### config.mk
export PLATFORM = sky130hd
export DESIGN_NAME = vga_scanout
export DESIGN_NICKNAME = d
export VERILOG_FILES = /design/src/rtl/vga_scanout_pkg.sv /design/src/rtl/vga_sync_counter.sv /design/src/rtl/vga_scanout.sv
export SDC_FILE = /design/constraint.sdc
export NUM_CORES = 1
export LEC_CHECK = 0
export ABC_CLOCK_PERIOD_IN_PS = 3800
export BUFFER_PORTS_ARGS = -buffer_cell sky130_fd_sc_hd__buf_4
export CORE_MARGIN = 3
export CORE_UTILIZATION = 55
export DETAILED_ROUTE_END_ITERATION = 6
export PLACE_DENSITY = 0.76
export RECOVER_POWER = 25
export SLEW_MARGIN = 25
export SYNTH_ARGS = -nofsm -noshare
export SYNTH_HDL_FRONTEND = slang
export SYNTH_SLANG_ARGS = --single-unit
### constraint.sdc
create_clock -name clk -period 3.8 [get_ports clk]
set_clock_uncertainty 0.05 [all_clocks]
set_input_delay 0.57 -clock clk [delete_from_list [all_inputs] [get_ports clk]]
set_output_delay 0.57 -clock clk [all_outputs]
set_load 0.005 [all_outputs]
### src/rtl/vga_scanout_pkg.sv
// Shared constants, types and helpers for the vga_scanout slice: framebuffer size,
// 640x480@60 timing defaults and the RRRGGGBB colour split.
package vga_scanout_pkg;

  localparam int SCREEN_WIDTH  = 256;
  localparam int SCREEN_HEIGHT = 192;

  localparam int CLK_DIV_DEF  = 2;
  localparam int H_ACTIVE_DEF = 640;
  localparam int H_FP_DEF     = 16;
  localparam int H_SYNC_DEF   = 96;
  localparam int H_BP_DEF     = 48;
  localparam int V_ACTIVE_DEF = 480;
  localparam int V_FP_DEF     = 10;
  localparam int V_SYNC_DEF   = 2;
  localparam int V_BP_DEF     = 33;
  localparam int X_OFFSET_DEF = 64;
  localparam int Y_OFFSET_DEF = 48;

  localparam int H_TOTAL_DEF = H_ACTIVE_DEF + H_FP_DEF + H_SYNC_DEF + H_BP_DEF;
  localparam int V_TOTAL_DEF = V_ACTIVE_DEF + V_FP_DEF + V_SYNC_DEF + V_BP_DEF;

  localparam int CNT_W = 10;
  localparam int DIV_W = 8;

  typedef struct packed {
    logic h_span;
    logic h_left;
    logic v_pic;
    logic v_prime;
    logic active;
    logic hsync;
    logic vsync;
  } scan_flags_t;

  typedef struct packed {
    logic [2:0] r;
    logic [2:0] g;
    logic [1:0] b;
  } rgb332_t;

  function automatic rgb332_t split_rgb(input logic [7:0] c);
    rgb332_t o;
    o.r = c[7:5];
    o.g = c[4:2];
    o.b = c[1:0];
    return o;
  endfunction

endpackage

### src/rtl/vga_sync_counter.sv
// Pixel divider, horizontal/vertical counters and the raw sync/region flags
// decoded from them (undelayed; the scanout pipeline aligns them).
module vga_sync_counter
  import vga_scanout_pkg::*;
#(
  parameter int CLK_DIV  = CLK_DIV_DEF,
  parameter int H_ACTIVE = H_ACTIVE_DEF,
  parameter int H_FP     = H_FP_DEF,
  parameter int H_SYNC   = H_SYNC_DEF,
  parameter int H_BP     = H_BP_DEF,
  parameter int V_ACTIVE = V_ACTIVE_DEF,
  parameter int V_FP     = V_FP_DEF,
  parameter int V_SYNC   = V_SYNC_DEF,
  parameter int V_BP     = V_BP_DEF,
  parameter int X_OFFSET = X_OFFSET_DEF,
  parameter int Y_OFFSET = Y_OFFSET_DEF,
  parameter int PIC_ROWS = SCREEN_HEIGHT
) (
  input  logic             clk,
  input  logic             rst_n,
  output logic             pix_en,
  output logic [CNT_W-1:0] h_cnt,
  output logic [CNT_W-1:0] v_cnt,
  output logic             frame_wrap,
  output scan_flags_t      flags
);

  localparam int H_TOTAL = H_ACTIVE + H_FP + H_SYNC + H_BP;
  localparam int V_TOTAL = V_ACTIVE + V_FP + V_SYNC + V_BP;

  localparam logic [DIV_W-1:0] DIV_LAST = DIV_W'(CLK_DIV - 1);
  localparam logic [CNT_W-1:0] H_LAST   = CNT_W'(H_TOTAL - 1);
  localparam logic [CNT_W-1:0] V_LAST   = CNT_W'(V_TOTAL - 1);
  localparam logic [CNT_W-1:0] H_ACT    = CNT_W'(H_ACTIVE);
  localparam logic [CNT_W-1:0] V_ACT    = CNT_W'(V_ACTIVE);
  localparam logic [CNT_W-1:0] HS_LO    = CNT_W'(H_ACTIVE + H_FP);
  localparam logic [CNT_W-1:0] HS_HI    = CNT_W'(H_ACTIVE + H_FP + H_SYNC);
  localparam logic [CNT_W-1:0] VS_LO    = CNT_W'(V_ACTIVE + V_FP);
  localparam logic [CNT_W-1:0] VS_HI    = CNT_W'(V_ACTIVE + V_FP + V_SYNC);
  localparam logic [CNT_W-1:0] X_LO     = CNT_W'(X_OFFSET);
  localparam logic [CNT_W-1:0] X_HI     = CNT_W'(X_OFFSET + 2 * SCREEN_WIDTH);
  localparam logic [CNT_W-1:0] Y_LO     = CNT_W'(Y_OFFSET);
  localparam logic [CNT_W-1:0] Y_HI     = CNT_W'(Y_OFFSET + 2 * PIC_ROWS);
  localparam logic [CNT_W-1:0] Y_PRIME  = CNT_W'(Y_OFFSET - 1);

  logic [DIV_W-1:0] div_cnt;

  assign pix_en     = (div_cnt == DIV_LAST);
  assign frame_wrap = pix_en && (h_cnt == H_LAST) && (v_cnt == V_LAST);

  // Clock divider producing one pix_en strobe every CLK_DIV clocks
  always_ff @(posedge clk or negedge rst_n) begin
    if (!rst_n) begin
      div_cnt <= '0;
    end else if (pix_en) begin
      div_cnt <= '0;
    end else begin
      div_cnt <= div_cnt + {{(DIV_W-1){1'b0}}, 1'b1};
    end
  end

  // Raster position; v advances on the h wrap
  always_ff @(posedge clk or negedge rst_n) begin
    if (!rst_n) begin
      h_cnt <= '0;
      v_cnt <= '0;
    end else if (pix_en) begin
      if (h_cnt == H_LAST) begin
        h_cnt <= '0;
        if (v_cnt == V_LAST) begin
          v_cnt <= '0;
        end else begin
          v_cnt <= v_cnt + {{(CNT_W-1){1'b0}}, 1'b1};
        end
      end else begin
        h_cnt <= h_cnt + {{(CNT_W-1){1'b0}}, 1'b1};
      end
    end
  end

  assign flags.h_left  = (h_cnt < X_LO);
  assign flags.h_span  = (h_cnt >= X_LO) && (h_cnt < X_HI);
  assign flags.v_pic   = (v_cnt >= Y_LO) && (v_cnt < Y_HI);
  assign flags.v_prime = (v_cnt == Y_PRIME);
  assign flags.active  = (h_cnt < H_ACT) && (v_cnt < V_ACT);
  assign flags.hsync   = !((h_cnt >= HS_LO) && (h_cnt < HS_HI));
  assign flags.vsync   = !((v_cnt >= VS_LO) && (v_cnt < VS_HI));

endmodule

### src/rtl/vga_scanout.sv
// VGA scanout: 2x-scaled, centred framebuffer fetch and DAC/sync pins.
// Optional macro VGA_BORDER_COLOR_EN adds a border_color input for the border area.
module vga_scanout
  import vga_scanout_pkg::*;
#(
  parameter int CLK_DIV  = CLK_DIV_DEF,
  parameter int H_ACTIVE = H_ACTIVE_DEF,
  parameter int H_FP     = H_FP_DEF,
  parameter int H_SYNC   = H_SYNC_DEF,
  parameter int H_BP     = H_BP_DEF,
  parameter int V_ACTIVE = V_ACTIVE_DEF,
  parameter int V_FP     = V_FP_DEF,
  parameter int V_SYNC   = V_SYNC_DEF,
  parameter int V_BP     = V_BP_DEF,
  parameter int X_OFFSET = X_OFFSET_DEF,
  parameter int Y_OFFSET = Y_OFFSET_DEF,
  parameter int PIC_ROWS = SCREEN_HEIGHT
) (
  input  logic       clk,
  input  logic       rst_n,
  output logic [7:0] x_coord,
  output logic [7:0] y_coord,
  output logic       invalidate,
  input  logic [7:0] rgb,
  output logic [2:0] vga_r,
  output logic [2:0] vga_g,
  output logic [1:0] vga_b,
  output logic       hsync,
  output logic       vsync,
  output logic       frame_start
`ifdef VGA_BORDER_COLOR_EN
  ,
  input  logic [7:0] border_color
`endif
);

  localparam logic [CNT_W-1:0] X_LO   = CNT_W'(X_OFFSET);
  localparam logic [CNT_W-1:0] Y_LO   = CNT_W'(Y_OFFSET);
  localparam logic [7:0]       Y_IDLE = 8'(PIC_ROWS - 1);

  logic             pix_en;
  logic [CNT_W-1:0] h_cnt;
  logic [CNT_W-1:0] v_cnt;
  logic             frame_wrap;
  scan_flags_t      flags;

  logic [8:0] v_rel;
  logic [7:0] x_next;
  logic [7:0] y_next;
  logic       inv_next;
  logic       pic_d;
  logic       act_d;
  logic       hsync_d;
  logic       vsync_d;
  logic [7:0] border;
  rgb332_t    pix_next;

  vga_sync_counter #(
    .CLK_DIV  (CLK_DIV),
    .H_ACTIVE (H_ACTIVE),
    .H_FP     (H_FP),
    .H_SYNC   (H_SYNC),
    .H_BP     (H_BP),
    .V_ACTIVE (V_ACTIVE),
    .V_FP     (V_FP),
    .V_SYNC   (V_SYNC),
    .V_BP     (V_BP),
    .X_OFFSET (X_OFFSET),
    .Y_OFFSET (Y_OFFSET),
    .PIC_ROWS (PIC_ROWS)
  ) u_sync (
    .clk        (clk),
    .rst_n      (rst_n),
    .pix_en     (pix_en),
    .h_cnt      (h_cnt),
    .v_cnt      (v_cnt),
    .frame_wrap (frame_wrap),
    .flags      (flags)
  );

`ifdef VGA_BORDER_COLOR_EN
  assign border = border_color;
`else
  assign border = 8'd0;
`endif

  assign v_rel = 9'(v_cnt - Y_LO);

  // Next fetch coordinate; each framebuffer row is released only after its second showing
  always_comb begin
    x_next   = 8'd0;
    y_next   = Y_IDLE;
    inv_next = 1'b0;
    if (flags.h_span) begin
      x_next = 8'((h_cnt - X_LO) >> 1);
    end else if (flags.h_left) begin
      x_next = 8'd0;
    end else begin
      x_next = 8'd255;
    end
    if (flags.v_pic) begin
      y_next = v_rel[8:1];
    end else begin
      y_next = Y_IDLE;
    end
    if (flags.h_span && ((flags.v_pic && v_rel[0]) || flags.v_prime)) begin
      inv_next = 1'b1;
    end else begin
      inv_next = 1'b0;
    end
  end

  // Coordinate stage, with region and sync flags delayed to match the pixel stage
  always_ff @(posedge clk or negedge rst_n) begin
    if (!rst_n) begin
      x_coord    <= 8'd0;
      y_coord    <= Y_IDLE;
      invalidate <= 1'b0;
      pic_d      <= 1'b0;
      act_d      <= 1'b0;
      hsync_d    <= 1'b1;
      vsync_d    <= 1'b1;
    end else if (pix_en) begin
      x_coord    <= x_next;
      y_coord    <= y_next;
      invalidate <= inv_next;
      pic_d      <= flags.h_span && flags.v_pic;
      act_d      <= flags.active;
      hsync_d    <= flags.hsync;
      vsync_d    <= flags.vsync;
    end
  end

  // Pin colour: picture byte, border, or black in blanking
  always_comb begin
    pix_next = '0;
    if (pic_d) begin
      pix_next = split_rgb(rgb);
    end else if (act_d) begin
      pix_next = split_rgb(border);
    end else begin
      pix_next = '0;
    end
  end

  // Pixel stage driving the DAC and sync pins
  always_ff @(posedge clk or negedge rst_n) begin
    if (!rst_n) begin
      vga_r <= 3'd0;
      vga_g <= 3'd0;
      vga_b <= 2'd0;
      hsync <= 1'b1;
      vsync <= 1'b1;
    end else if (pix_en) begin
      vga_r <= pix_next.r;
      vga_g <= pix_next.g;
      vga_b <= pix_next.b;
      hsync <= hsync_d;
      vsync <= vsync_d;
    end
  end

  // Single-clock frame marker as the raster returns to (0,0)
  always_ff @(posedge clk or negedge rst_n) begin
    if (!rst_n) begin
      frame_start <= 1'b0;
    end else begin
      frame_start <= frame_wrap;
    end
  end

endmodule
=== Yosys cells after proc, flatten, opt, wreduce, memory -nomap -nowiden ===
Index checks and enable logic that the tools add are counted.

* Register bits after elaboration: 59
* Bits of input ports: 10
* Output and inout port bits: 28
* Logic and storage cells: 54

* $add $sub $neg: 5
* Order comparisons: 9
* Equal/unequal tests: 4
* Mux-type cells: 8
* Reductions and logical operators: 13

{| class="wikitable"
|+ Operators with widths
! operator !! number
|-
| 8-bit 2-to-1 mux || 5
|-
| 10-bit by 1-bit adder with 10-bit output (second input constant) || 2
|-
| 10-bit equality test (second input constant) || 2
|-
| 10-bit less-than comparator (second input constant) || 2
|-
| 10-bit by 9-bit less-than comparator with 1-bit output (second input constant) || 2
|-
| 10-bit 2-to-1 mux || 2
|-
| 10-bit by 6-bit equality test with 1-bit output (second input constant) || 1
|-
| 10-bit greater-or-equal comparator (second input constant) || 1
|-
| 10-bit by 6-bit greater-or-equal comparator with 1-bit output (second input constant) || 1
|-
| 10-bit by 7-bit greater-or-equal comparator with 1-bit output (second input constant) || 1
|-
| 10-bit by 9-bit greater-or-equal comparator with 1-bit output (second input constant) || 1
|-
| 10-bit by 7-bit less-than comparator with 1-bit output (second input constant) || 1
|-
| 1-bit logical AND || 9
|-
| 9-bit by 6-bit subtractor with 9-bit output (second input constant) || 1
|-
| 9-bit by 7-bit subtractor with 9-bit output (second input constant) || 1
|-
| 8-bit by 1-bit adder with 8-bit output (second input constant) || 1
|-
| 8-bit by 1-bit equality test with 1-bit output (second input constant) || 1
|-
| 1-bit zero test || 2
|-
| 2-bit AND reduction || 1
|-
| 1-bit logical OR || 1
|-
| 1-bit 2-to-1 mux || 1
|}

=== Longest topological paths before layout ===
Gate-level depths: netlist of the first run.

* Word-level depth: 6
* Gate-level depth with buffers: 8
* Gate-level depth less buffers: 6

=== Hierarchy ===
Synthesis of the first run repeated with hierarchy kept, for this count alone.

* Cells, all modules: 305
* Area total of the unflattened synthesis: 3,022.9 sq um

{| class="wikitable"
|+ Modules (own cells, without submodules)
! module !! instances !! cells an instance !! area each (sq um) !! sequential area each (sq um)
|-
| vga_sync_counter || 1 || 178 || 1,650.3 || 700.7
|-
| vga_scanout || 1 || 127 || 1,372.6 || 789.5
|}

=== Worst setup path before layout of the first run ===
Ideal clock, no wire load.

* Path kind: register to register
* Start point: register u_sync.h_cnt[6]
* End point: register x_coord[6]
* Library setup time: 121 ps
* Data arrival time: 1,657 ps
* Required time: 3,629 ps
* Path slack: 1,972 ps
* Cell stages (with the launch flop): 7
* Path buffers: 0
* Cell sequence: dfrtp_1 -> inv_1 -> ha_1 -> or3b_2 -> a41oi_2 -> nor2_1 -> o22a_1

* Longest elaborated chain between the ends: 3

{| class="wikitable"
|+ RTL lines
! element !! RTL line !! RTL
|-
| start: declaration || vga_sync_counter.sv:22 || <nowiki>output logic [CNT_W-1:0] h_cnt,</nowiki>
|-
| start signal: assignment || vga_sync_counter.sv:76 || <nowiki>h_cnt <= h_cnt + {{(CNT_W-1){1'b0}}, 1'b1};</nowiki>
|-
| 10-bit by 7-bit less-than comparator with 1-bit output (tied with other cells) || vga_sync_counter.sv:81 || <nowiki>assign flags.h_left = (h_cnt < X_LO);</nowiki>
|-
| 8-bit 2-to-1 mux or 1-bit logical AND (tied branches) || vga_scanout.sv:96, vga_sync_counter.sv:82 ||
|-
| 8-bit 2-to-1 mux (*) || vga_scanout.sv:94 || <nowiki>if (flags.h_span) begin</nowiki>
|-
| end signal: assignment || vga_scanout.sv:124 || <nowiki>x_coord <= x_next;</nowiki>
|-
| end: declaration || vga_scanout.sv:21 || <nowiki>output logic [7:0] x_coord,</nowiki>
|}

Every way passes the cells marked *; elsewhere a longest branch is shown, timed or not.
A chain may end at the register's enable or synchronous reset.

=== Final worst setup path of the first run ===
* Start point: register u_sync.div_cnt[1]
* End point: register u_sync.h_cnt[8]

* Longest elaborated chain between the ends: 1

{| class="wikitable"
|+ RTL lines
! element !! RTL line !! RTL
|-
| start: declaration || vga_sync_counter.sv:46 || <nowiki>logic [DIV_W-1:0] div_cnt;</nowiki>
|-
| start signal: assignment || vga_sync_counter.sv:58 || <nowiki>div_cnt <= div_cnt + {{(DIV_W-1){1'b0}}, 1'b1};</nowiki>
|-
| 8-bit by 1-bit equality test with 1-bit output || vga_sync_counter.sv:48 || <nowiki>assign pix_en = (div_cnt == DIV_LAST);</nowiki>
|}

No other way between the ends.

==> flow_summary_export.csv, run 1 <==
group,metric,value,unit
global_routing,grt_pass1_vias,2247,
pwr,seqPwrFrac,50.9,%
worst_setup_path,cp.arrival,2.51,ns
detailed_routing,drtPass1Iterations,4,
global_routing,grt_usage,21.4,%
floorplanning,start_util,58.4,%
pwr,p_switching,242,uW
clock_tree,clockBufferDepth,2,
timing,layout_min_cycle_time,2.31,ns
global_routing,grtUsageMet3,5.16,%
floorplanning,dieHeight,80.6,um
floorplanning,std_cell_rows,26,
timing,max_freq,0.432,GHz
synth,ys.flop_type,"dfrtp_1",
floorplanning,die_x,80.6,um
timing,post-route-period-util,60.9,%
clock_tree,clk_latency,0.34,ns
worst_setup_path,cp.required,4.00,ns
synth,synthCells,318,
floorplanning,die_area,6490,um2
clock_tree,cts_tree,"yes",
timing,max_slew_margin,36.4,%
global_routing,grt_use_met1,29.9,%
detailed_routing,drcViolationCount,0,
finish,fillCellCount,412,
global_routing,grt_max_degree,60,
pwr,clock_power_share,47.6,%
worst_setup_path,end_kind,"register",
timing,setup_tns,0,ns
worst_setup_path,cpPeakStageDelay,0.63,ns
global_routing,grtUsageMet2,30.8,%
worst_setup_path,ff2ff_setup_slack,1.49,ns
clock_tree,clkTransAtPathRegs,0.07,ns
synth,synth_edf_count,0,
worst_setup_path,crit_path_top_delay_cell,"nand2_1",
detailed_routing,wl,6210,um
worst_setup_path,startpoint_type,"register",
floorplanning,io_pins,38,
placed_design,placement.io_buffers,37,
detailed_routing,drt-initial-drc-count,155,
flow_run,drv_cap,0,
synth,ys_types,44,
worst_hold_path,hold_path_class,"in -> async",
global_routing,overflow,0,
finish,nets,373,
clock_tree,hold_buffers,0,
timing,slew_viol_final,0,
synth,syn-num-nets,343,
timing,setup_slack,1.49,ns
timing,tightest_slew,0.952,ns
pwr,leakagePower,0.00163,uW
finish,final_util,67.4,%
detailed_routing,viasPerCell,5.57,
synth,ys_ff_latch,59,
placed_design,place_area,3320,um2
finish,final_cell_mix,"62 x nand2_1, 48 x dfrtp_1, 38 x buf_4, 22 x o21ai_0, 19 x nand3_1",
detailed_routing,antenna_left,0,
clock_tree,htreeDepth,3,
finish,drive_above_1_share,20.7,%
run_status,outcome,"completed",
detailed_routing,post_drt_wl_per_cell,14.7,um
global_routing,grt_pass1_wl,10500,um
placed_design,dp_hpwl,4270,um
timing,setup_violations,0,
pwr,ir_worst_vdd,214,uV
pwr,p_comb_share,1.5,%
worst_setup_path,path_cells,"inv_1, ha_1, nor3b_2, nand2_1, or3_1, o21ai_0",
finish,final_cell_area,3530,um2
clock_tree,root_buffer,"clkbuf_8",
timing,finalHoldViolations,0,
timing,rsz0062_at_grt,"false",
synth,syn_area,3060,um2
finish,area_delta_synth_final,15.4,%
worst_setup_path,critPathMaxFanout,30,
placed_design,gp_congestion,0.899,
clock_tree,cts.repair.resized,0,
pwr,intPower,992,uW
pwr,power.density,350,nW/um2
synth,ys_warn_count,0,
placed_design,dpl_worst_slack,1.48,ns
synth,async_reset_ff_share,100,%
worst_setup_path,crit_type,"reg -> reg",
synth,seq_area_frac_synth,48.8,%
clock_tree,cts_post_setup_buffers_inserted,0,
finish,final_cells,423,
pwr,p_sw_share,19.6,%
floorplanning,core,5240,um2
clock_tree,numCtsBuffers,9,
detailed_routing,vias,2358,
global_routing,antenna_found_initial,0,
global_routing,gr-max-usage-layer,"met2",
finish,diodes,0,
clock_tree,cts_sinks,59,
finish,layout_commonest_cell,"nand2_1",
placed_design,dp_cells,407,
synth,syn-mean-instance-area,9.61,um2
## worst paths after layout
check | start | depth (start not counted) | to
max | u_sync.div_cnt[1]$_DFF_PN0_ | 6 | u_sync.h_cnt[8]$_DFFE_PN0N_
min | rst_n | 1 | x_coord[3]$_DFFE_PN0N_
max reg2reg | u_sync.div_cnt[1]$_DFF_PN0_ | 6 | u_sync.h_cnt[8]$_DFFE_PN0N_
min reg2reg | vsync_d$_DFFE_PN1N_ | 2 | vsync$_DFFE_PN1N_
max in group asynchronous | rst_n | 1 | u_sync.v_cnt[6]$_DFFE_PN0P_
min in group clk | vsync_d$_DFFE_PN1N_ | 2 | vsync$_DFFE_PN1N_
## routing by layer
| metal | part of all wire [%] | vias up | wire, um |
|---|---|---|---|
| met5 | 0 | - | 0 |
| met4 | 2.6 | 0 | 162 |
| met3 | 5.2 | 16 | 323 |
| met2 | 43 | 74 | 2660 |
| met1 | 49 | 1108 | 3060 |
| li1 | - | 1160 | - |
## sequential cells by signal (all words and copies together) (netlist names)
register,count
frame_start,1
hsync,1
hsync_d,1
invalidate,1
pic_d,1
u_sync.div_cnt,8
u_sync.h_cnt,10
u_sync.v_cnt,10
vga_b,2
vga_g,3
vga_r,3
vsync,1
vsync_d,1
x_coord,8
y_coord,8
## critical path, delay by kind of cell, from the launching register on
kind	cells	cell delay, ns
and+or+nand+nor	3	1.51
DFF	1	0.40
AOI/OAI and AO/OA	1	0.07
adders and majority gates	1	0.13
buffers and inverters	1	0.07
## power by group through the flow
stage	logic, uW	registers, uW	clock network, uW
CTS	19.6	629	602
detailed placement	19.5	640	0
global route	21.4	628	635
finish	18.4	629	588
global placement	19.5	640	0
floorplan	0.0434	640	0
## per-stage QoR
step / hold slack [ns] / total power (uW)
global route: 0.289 / 1280
finish: 0.235 / 1230
CTS: 0.269 / 1250
global placement: 0.392 / 659
detailed placement: 0.395 / 659
floorplan: 0.224 / 640
## cell type report
cell class              count  area (um2)  area share (%)
clock buffers              15         176            5.00
repair buffers             38         285            8.09
well taps                  70        87.6            2.48
clock inverters             1        30.0           0.851
inverters                  14        52.6            1.49
flip-flops and latches     59        1490            42.2
multi-input cells         226        1410            39.9
## cells in the mapped netlist (2+ instances only)
| cell type | instances | area, um2 |
|---|---|---|
| a21oi_1 | 11 | 55.1 |
| a31oi_1 | 5 | 31.3 |
| and2_1 | 3 | 18.8 |
| and3_1 | 7 | 43.8 |
| and4_1 | 2 | 17.5 |
| and4bb_2 | 2 | 25.0 |
| buf_2 | 8 | 40.0 |
| buf_6 | 3 | 33.8 |
| clkbuf_1 | 7 | 26.3 |
| dfrtp_1 | 48 | 1200 |
| dfstp_2 | 11 | 289 |
| ha_1 | 15 | 188 |
| inv_1 | 14 | 52.6 |
| nand2_1 | 62 | 233 |
| nand2b_1 | 3 | 18.8 |
| nand3_1 | 19 | 95.1 |
| nand4_1 | 4 | 25.0 |
| nor2_1 | 18 | 67.6 |
| nor3_1 | 5 | 25.0 |
| o211ai_1 | 3 | 22.5 |
| o21ai_0 | 22 | 110 |
| o22a_1 | 3 | 26.3 |
| o31ai_1 | 7 | 52.6 |
| o41ai_1 | 2 | 17.5 |
| or3_1 | 2 | 12.5 |
| or4_1 | 2 | 15.0 |
| xnor2_1 | 8 | 70.1 |
| xor2_1 | 6 | 52.6 |
## logic make-up (layout without fill, tap and decap cells)
group	Yosys count	after routing	share of synthesized area [%]
buf+inv	33	68	5.24
compound gates	60	60	12.9
fa+ha+maj	15	15	6.14
flops	59	59	48.8
xor+xnor	14	14	4.01
simple gates	137	137	23.0
Power figures use the tool's default switching activity.
==> run 2: changes to the inputs <==
- ABC_CLOCK_PERIOD_IN_PS: 3800 -> 2290
- clock period: 3.8 -> 2.29 ns (I/O delays scaled with it)
==> run 2 against run 1 <==
Effect of this change:
- wire length increased by 5.0%
- worst hold slack worse by 0.053 ns
- largest cell class unchanged
- critical endpoint is now u_sync.v_cnt[5]$_DFFE_PN0P_
- cell count up 0.71%
- die area stayed put
- highest routed layer unchanged
- clock power grew 69%
==> flow_summary_export.csv, run 2 (same netlist as run 1, synthesis figures left out) <==
group,metric,value,unit
timing,max_slew_margin,7.70,%
worst_setup_path,crit_type,"reg -> reg",
worst_setup_path,end_kind,"register",
run_status,outcome,"completed",
worst_setup_path,cpPeakStageDelay,0.54,ns
global_routing,overflow,0,
finish,diodes,0,
worst_setup_path,cp.arrival,2.25,ns
flow_run,drv_cap,0,
worst_setup_path,critPathMaxFanout,19,
placed_design,dp_cells,410,
timing,slew_viol_final,0,
worst_setup_path,path_cells,"inv_1, ha_1, and4b_2, nand4_4, or4_1, o21ai_0",
placed_design,gp_congestion,0.890,
clock_tree,hold_buffers,0,
global_routing,grt_pass1_wl,10900,um
clock_tree,clkTransAtPathRegs,0.07,ns
worst_setup_path,ff2ff_setup_slack,0.24,ns
clock_tree,cts.repair.resized,0,
finish,final_cells,426,
clock_tree,clockBufferDepth,2,
worst_setup_path,worstPathBufferInverterCount,1,
detailed_routing,post_drt_wl_per_cell,15.3,um
detailed_routing,drcViolationCount,0,
floorplanning,core,5240,um2
floorplanning,dieHeight,80.6,um
floorplanning,std_cell_rows,26,
global_routing,grt_usage,22.1,%
detailed_routing,vias,2387,
timing,post-route-period-util,89.6,%
finish,nets,376,
worst_setup_path,reg2reg_depth,6,
timing,setup_violations,0,
placed_design,placement.io_buffers,37,
clock_tree,numCtsBuffers,9,
finish,area_delta_synth_final,16.3,%
floorplanning,die_x,80.6,um
floorplanning,die_area,6490,um2
global_routing,antenna_found_initial,0,
pwr,ir_worst_vdd,377,uV
timing,max_freq,0.488,GHz
timing,rsz0062_at_grt,"false",
detailed_routing,antenna_left,0,
timing,setup_tns,0,ns
detailed_routing,wl,6520,um
clock_tree,htreeDepth,3,
detailed_routing,drtPass1Iterations,4,
floorplanning,start_util,58.4,%
finish,top_regs,"u_sync.h_cnt (10), u_sync.v_cnt (10)",
worst_hold_path,hold-path-cell-count,3,
pwr,leakagePower,0.00164,uW
finish,multi_input_area,1410,um2
finish,seq_area,1490,um2
worst_setup_path,crit_path_top_delay_cell,"or4_1",
pwr,power.density,581,nW/um2
placed_design,dp_hpwl,4440,um
timing,layout_min_cycle_time,2.05,ns
clock_tree,root_buffer,"clkbuf_8",
global_routing,grt_max_degree,60,
finish,drive_above_1_share,21.9,%
clock_tree,clk_latency,0.34,ns
clock_tree,cts_post_setup_buffers_inserted,0,
worst_setup_path,startpoint_type,"register",
clock_tree,cts_sinks,59,
detailed_routing,drt-initial-drc-count,155,
worst_setup_path,cp.depth,6,
finish,fillCellCount,421,
detailed_routing,viasPerCell,5.60,
global_routing,grt_pass1_vias,2271,
finish,layout_commonest_cell,"nand2_1",
finish,final_util,67.9,%
pwr,total_power,2070,uW
timing,setup_slack,0.239,ns
timing,finalHoldViolations,0,
worst_hold_path,hold_path_class,"in -> reg",
placed_design,dpl_worst_slack,0.261,ns
floorplanning,io_pins,38,
timing,tightest_slew,1.38,ns
worst_setup_path,cp.required,2.49,ns
finish,final_cell_mix,"62 x nand2_1, 48 x dfrtp_1, 40 x buf_4, 22 x o21ai_0, 19 x nand3_1",
worst_setup_path,crit_family,"simple AND/OR/NAND/NOR gates",
clock_tree,cts_tree,"yes",
[run 2: changes by cell type in the layout (fill, tap and decap cells not counted)]
| cell | delta |
|---|---|
| clkbuf_1 | -2 |
| clkbuf_2 | +1 |
| buf_4 | +2 |
| clkinvlp_4 | +2 |
[run 2: stage by stage]
step           hold slack (ns)  instance area, um2
2_1_floorplan         -0.00209                3060
3_3_place_gp             0.390                3340
3_5_place_dp             0.395                3340
4_1_cts                 0.0226                3560
5_1_grt                  0.182                3560
6_report                 0.182                3560
[run 2: per-layer routing]
metal / part of all wire [%] / track usage [%]
met4: 2.4 / 10.6
met5: 0 / 0
met2: 46 / 33.7
met1: 47 / 29.8
met3: 4.5 / 4.82
[run 2: report_power, final]
group	internal [uW]	switching, uW
Combinational	9.03	20.4
Sequential	1040	0
Clock	592	402
[run 2: worst paths after layout]
path,endpoint,start
max in group asynchronous,x_coord[6]$_DFFE_PN0N_,rst_n
min,vga_r[0]$_DFFE_PN0N_,rgb[5]
max reg2reg,u_sync.v_cnt[5]$_DFFE_PN0P_,u_sync.h_cnt[6]$_DFFE_PN0N_
min reg2reg,y_coord[4]$_DFFE_PN1N_,y_coord[4]$_DFFE_PN1N_
max,u_sync.v_cnt[5]$_DFFE_PN0P_,u_sync.h_cnt[6]$_DFFE_PN0N_
min in group asynchronous,u_sync.div_cnt[4]$_DFF_PN0_,rst_n
[run 2: worst register-to-register path, cell delays in order (launching register included)]
cell and delay (ns):
dfrtp_1 0.45, inv_1 0.14, ha_1 0.15, and4b_2 0.30, nand4_4 0.25, or4_1 0.55
o21ai_0 0.09
[run 2: layout make-up]
cell class / instances / area share, %
Timing Repair Buffer: 41 / 8.59
Inverter: 14 / 1.48
Tap cell: 70 / 2.46
Clock buffer: 13 / 4.75
Clock inverter: 3 / 1.27
Multi-Input combinational cell: 226 / 39.5
Sequential cell: 59 / 41.9
==> run 3: changes to the inputs <==
--- a/config.mk
+++ b/config.mk
@@ -12,3 +12,3 @@
 export DETAILED_ROUTE_END_ITERATION = 6
-export PLACE_DENSITY = 0.76
+export PLACE_DENSITY = 0.74
 export RECOVER_POWER = 25
--- a/constraint.sdc
+++ b/constraint.sdc
@@ -4,2 +4,2 @@
 set_output_delay 0.3435 -clock clk [all_outputs]
-set_load 0.005 [all_outputs]
+set_load 0.05 [all_outputs]
==> run 3 against run 2 <==
Effect of this change:
- fmax down 1.0%
- worst setup slack worse by 0.021 ns
- flip-flop and latch count unchanged
- wire length down 6.0%
- critical path type unchanged
- first-iteration DRC count down 21%
- largest cell class unchanged
- sequential share of layout area down 0.47 points
- clock power up 14%
- combinational power up 2%
==> flow_summary_export.csv, run 3 (same netlist as run 1, synthesis figures left out) <==
group,metric,value,unit
global_routing,grtUsageMet3,5.49,%
finish,drive_above_1_share,22.4,%
floorplanning,dieHeight,80.6,um
clock_tree,clockBufferDepth,2,
placed_design,dpl_worst_slack,0.239,ns
global_routing,grt_pass1_vias,2205,
global_routing,antenna_found_initial,0,
placed_design,gp_congestion,0.882,
detailed_routing,vias,2365,
flow_run,drv_cap,0,
global_routing,grt_pass1_wl,10500,um
worst_setup_path,cp.arrival,2.23,ns
floorplanning,std_cell_rows,26,
timing,setup_tns,0,ns
floorplanning,die_area,6490,um2
timing,setup_slack,0.218,ns
detailed_routing,drt-initial-drc-count,123,
global_routing,overflow,0,
clock_tree,htreeDepth,3,
detailed_routing,drcViolationCount,0,
timing,finalHoldViolations,0,
clock_tree,cts_sinks,59,
pwr,ir_worst_vdd,399,uV
run_status,outcome,"completed",
detailed_routing,viasPerCell,5.54,
detailed_routing,antenna_left,0,
clock_tree,cts_post_setup_buffers_inserted,0,
finish,nets,377,
placed_design,dp_hpwl,4300,um
detailed_routing,post_drt_wl_per_cell,14.3,um
worst_setup_path,cp.required,2.45,ns
timing,max_freq,0.483,GHz
timing,max_slew_margin,5.46,%
global_routing,grtUsageMet2,30.3,%
global_routing,grt_use_met1,30.0,%
global_routing,grt_usage,21.1,%
floorplanning,io_pins,38,
worst_setup_path,critPathMaxFanout,7,
clock_tree,clkTransAtPathRegs,0.07,ns
timing,rsz0062_at_grt,"false",
global_routing,gr-max-usage-layer,"met2",
clock_tree,cts.repair.resized,0,
floorplanning,die_x,80.6,um
timing,post-route-period-util,90.5,%
clock_tree,clk_latency,0.33,ns
floorplanning,start_util,58.4,%
worst_setup_path,startpoint_type,"register",
clock_tree,numCtsBuffers,9,
timing,slew_viol_final,0,
detailed_routing,drtPass1Iterations,4,
worst_setup_path,crit_type,"reg -> reg",
worst_hold_path,hold_path_class,"in -> reg",
timing,layout_min_cycle_time,2.07,ns
pwr,power.density,613,nW/um2
finish,top_regs,"u_sync.h_cnt (10), u_sync.v_cnt (10)",
finish,layout_commonest_cell,"nand2_1",
finish,area_delta_synth_final,17.6,%
floorplanning,core,5240,um2
pwr,leakagePower,0.00167,uW
placed_design,placement.io_buffers,37,
detailed_routing,wl,6120,um
clock_tree,root_buffer,"clkbuf_8",
clock_tree,cts_tree,"yes",
worst_setup_path,end_kind,"register",
timing,tightest_slew,1.42,ns
global_routing,grt_max_degree,60,
finish,final_cell_mix,"62 x nand2_1, 48 x dfrtp_1, 41 x buf_4, 22 x o21ai_0, 19 x nand3_1",
finish,diodes,0,
timing,setup_violations,0,
clock_tree,hold_buffers,0,
run 3: cell count changes in the layout (fill, tap and decap cells not counted), sizes merged:
cell	delta
bufinv	+1
buf	+1
clkinvlp	-1
run 3: routing by layer:
layer  vias up  wire, um  part of all wire, %
met3         6       340                  5.6
met5         -         0                    0
met2        73      2730                   45
met4         0        61                  1.0
met1      1120      2990                   49
li1       1166         -                    -
run 3: power breakdown:
part           total [uW]  leakage (uW)  switching (uW)  internal (uW)
clock network        1130      0.000122             401            732
logic                30.0      0.000774            21.0           9.03
registers            1040      0.000772               0           1040
total                2210       0.00167             422           1780
run 3: layout make-up:
cell class              count  area (um2)
clock buffers              13         179
clock inverters             3        67.6
fillers                   417        1640
inverters                  14        52.6
multi-input cells         226        1410
flip-flops and latches     59        1490
well taps                  70        87.6
repair buffers             42         313
run 3: worst max-delay path, cell delays in order, from the launching register on:
cell and delay, ns:
dfrtp_1 0.45, inv_1 0.14, ha_1 0.19, or3b_2 0.52
a41oi_2 0.34, nor2_1 0.08, o22a_1 0.19
run 3: path summary, 6_finish.rpt:
kind                                             start                          end  slack [ns]  cells past startpoint
max reg2reg                u_sync.h_cnt[6]$_DFFE_PN0N_       x_coord[6]$_DFFE_PN0N_        0.22                      6
min reg2reg                     y_coord[1]$_DFFE_PN1N_       y_coord[1]$_DFFE_PN1N_        0.40                      2
min                                             rgb[3]         vga_g[1]$_DFFE_PN0N_        0.19                      3
max                        u_sync.h_cnt[6]$_DFFE_PN0N_       x_coord[6]$_DFFE_PN0N_        0.22                      6
min in group asynchronous                        rst_n  u_sync.div_cnt[2]$_DFF_PN0_        0.29                      1
max in group asynchronous                        rst_n  u_sync.h_cnt[9]$_DFFE_PN0N_        1.04                      1
run 3: stage by stage:
stage / instance area, um2 / utilization [%] / power [uW] / instances / hold WS (ns)
5_1_grt: 3600 / 68.7 / 2280 / 427 / 0.180
3_5_place_dp: 3350 / 64.0 / 1090 / 411 / 0.398
3_3_place_gp: 3350 / 64.0 / 1090 / 411 / 0.389
2_1_floorplan: 3060 / - / 1060 / 318 / -0.00209
6_report: 3600 / 68.7 / 2210 / 427 / 0.191
4_1_cts: 3600 / 68.7 / 2230 / 427 / 0.0368
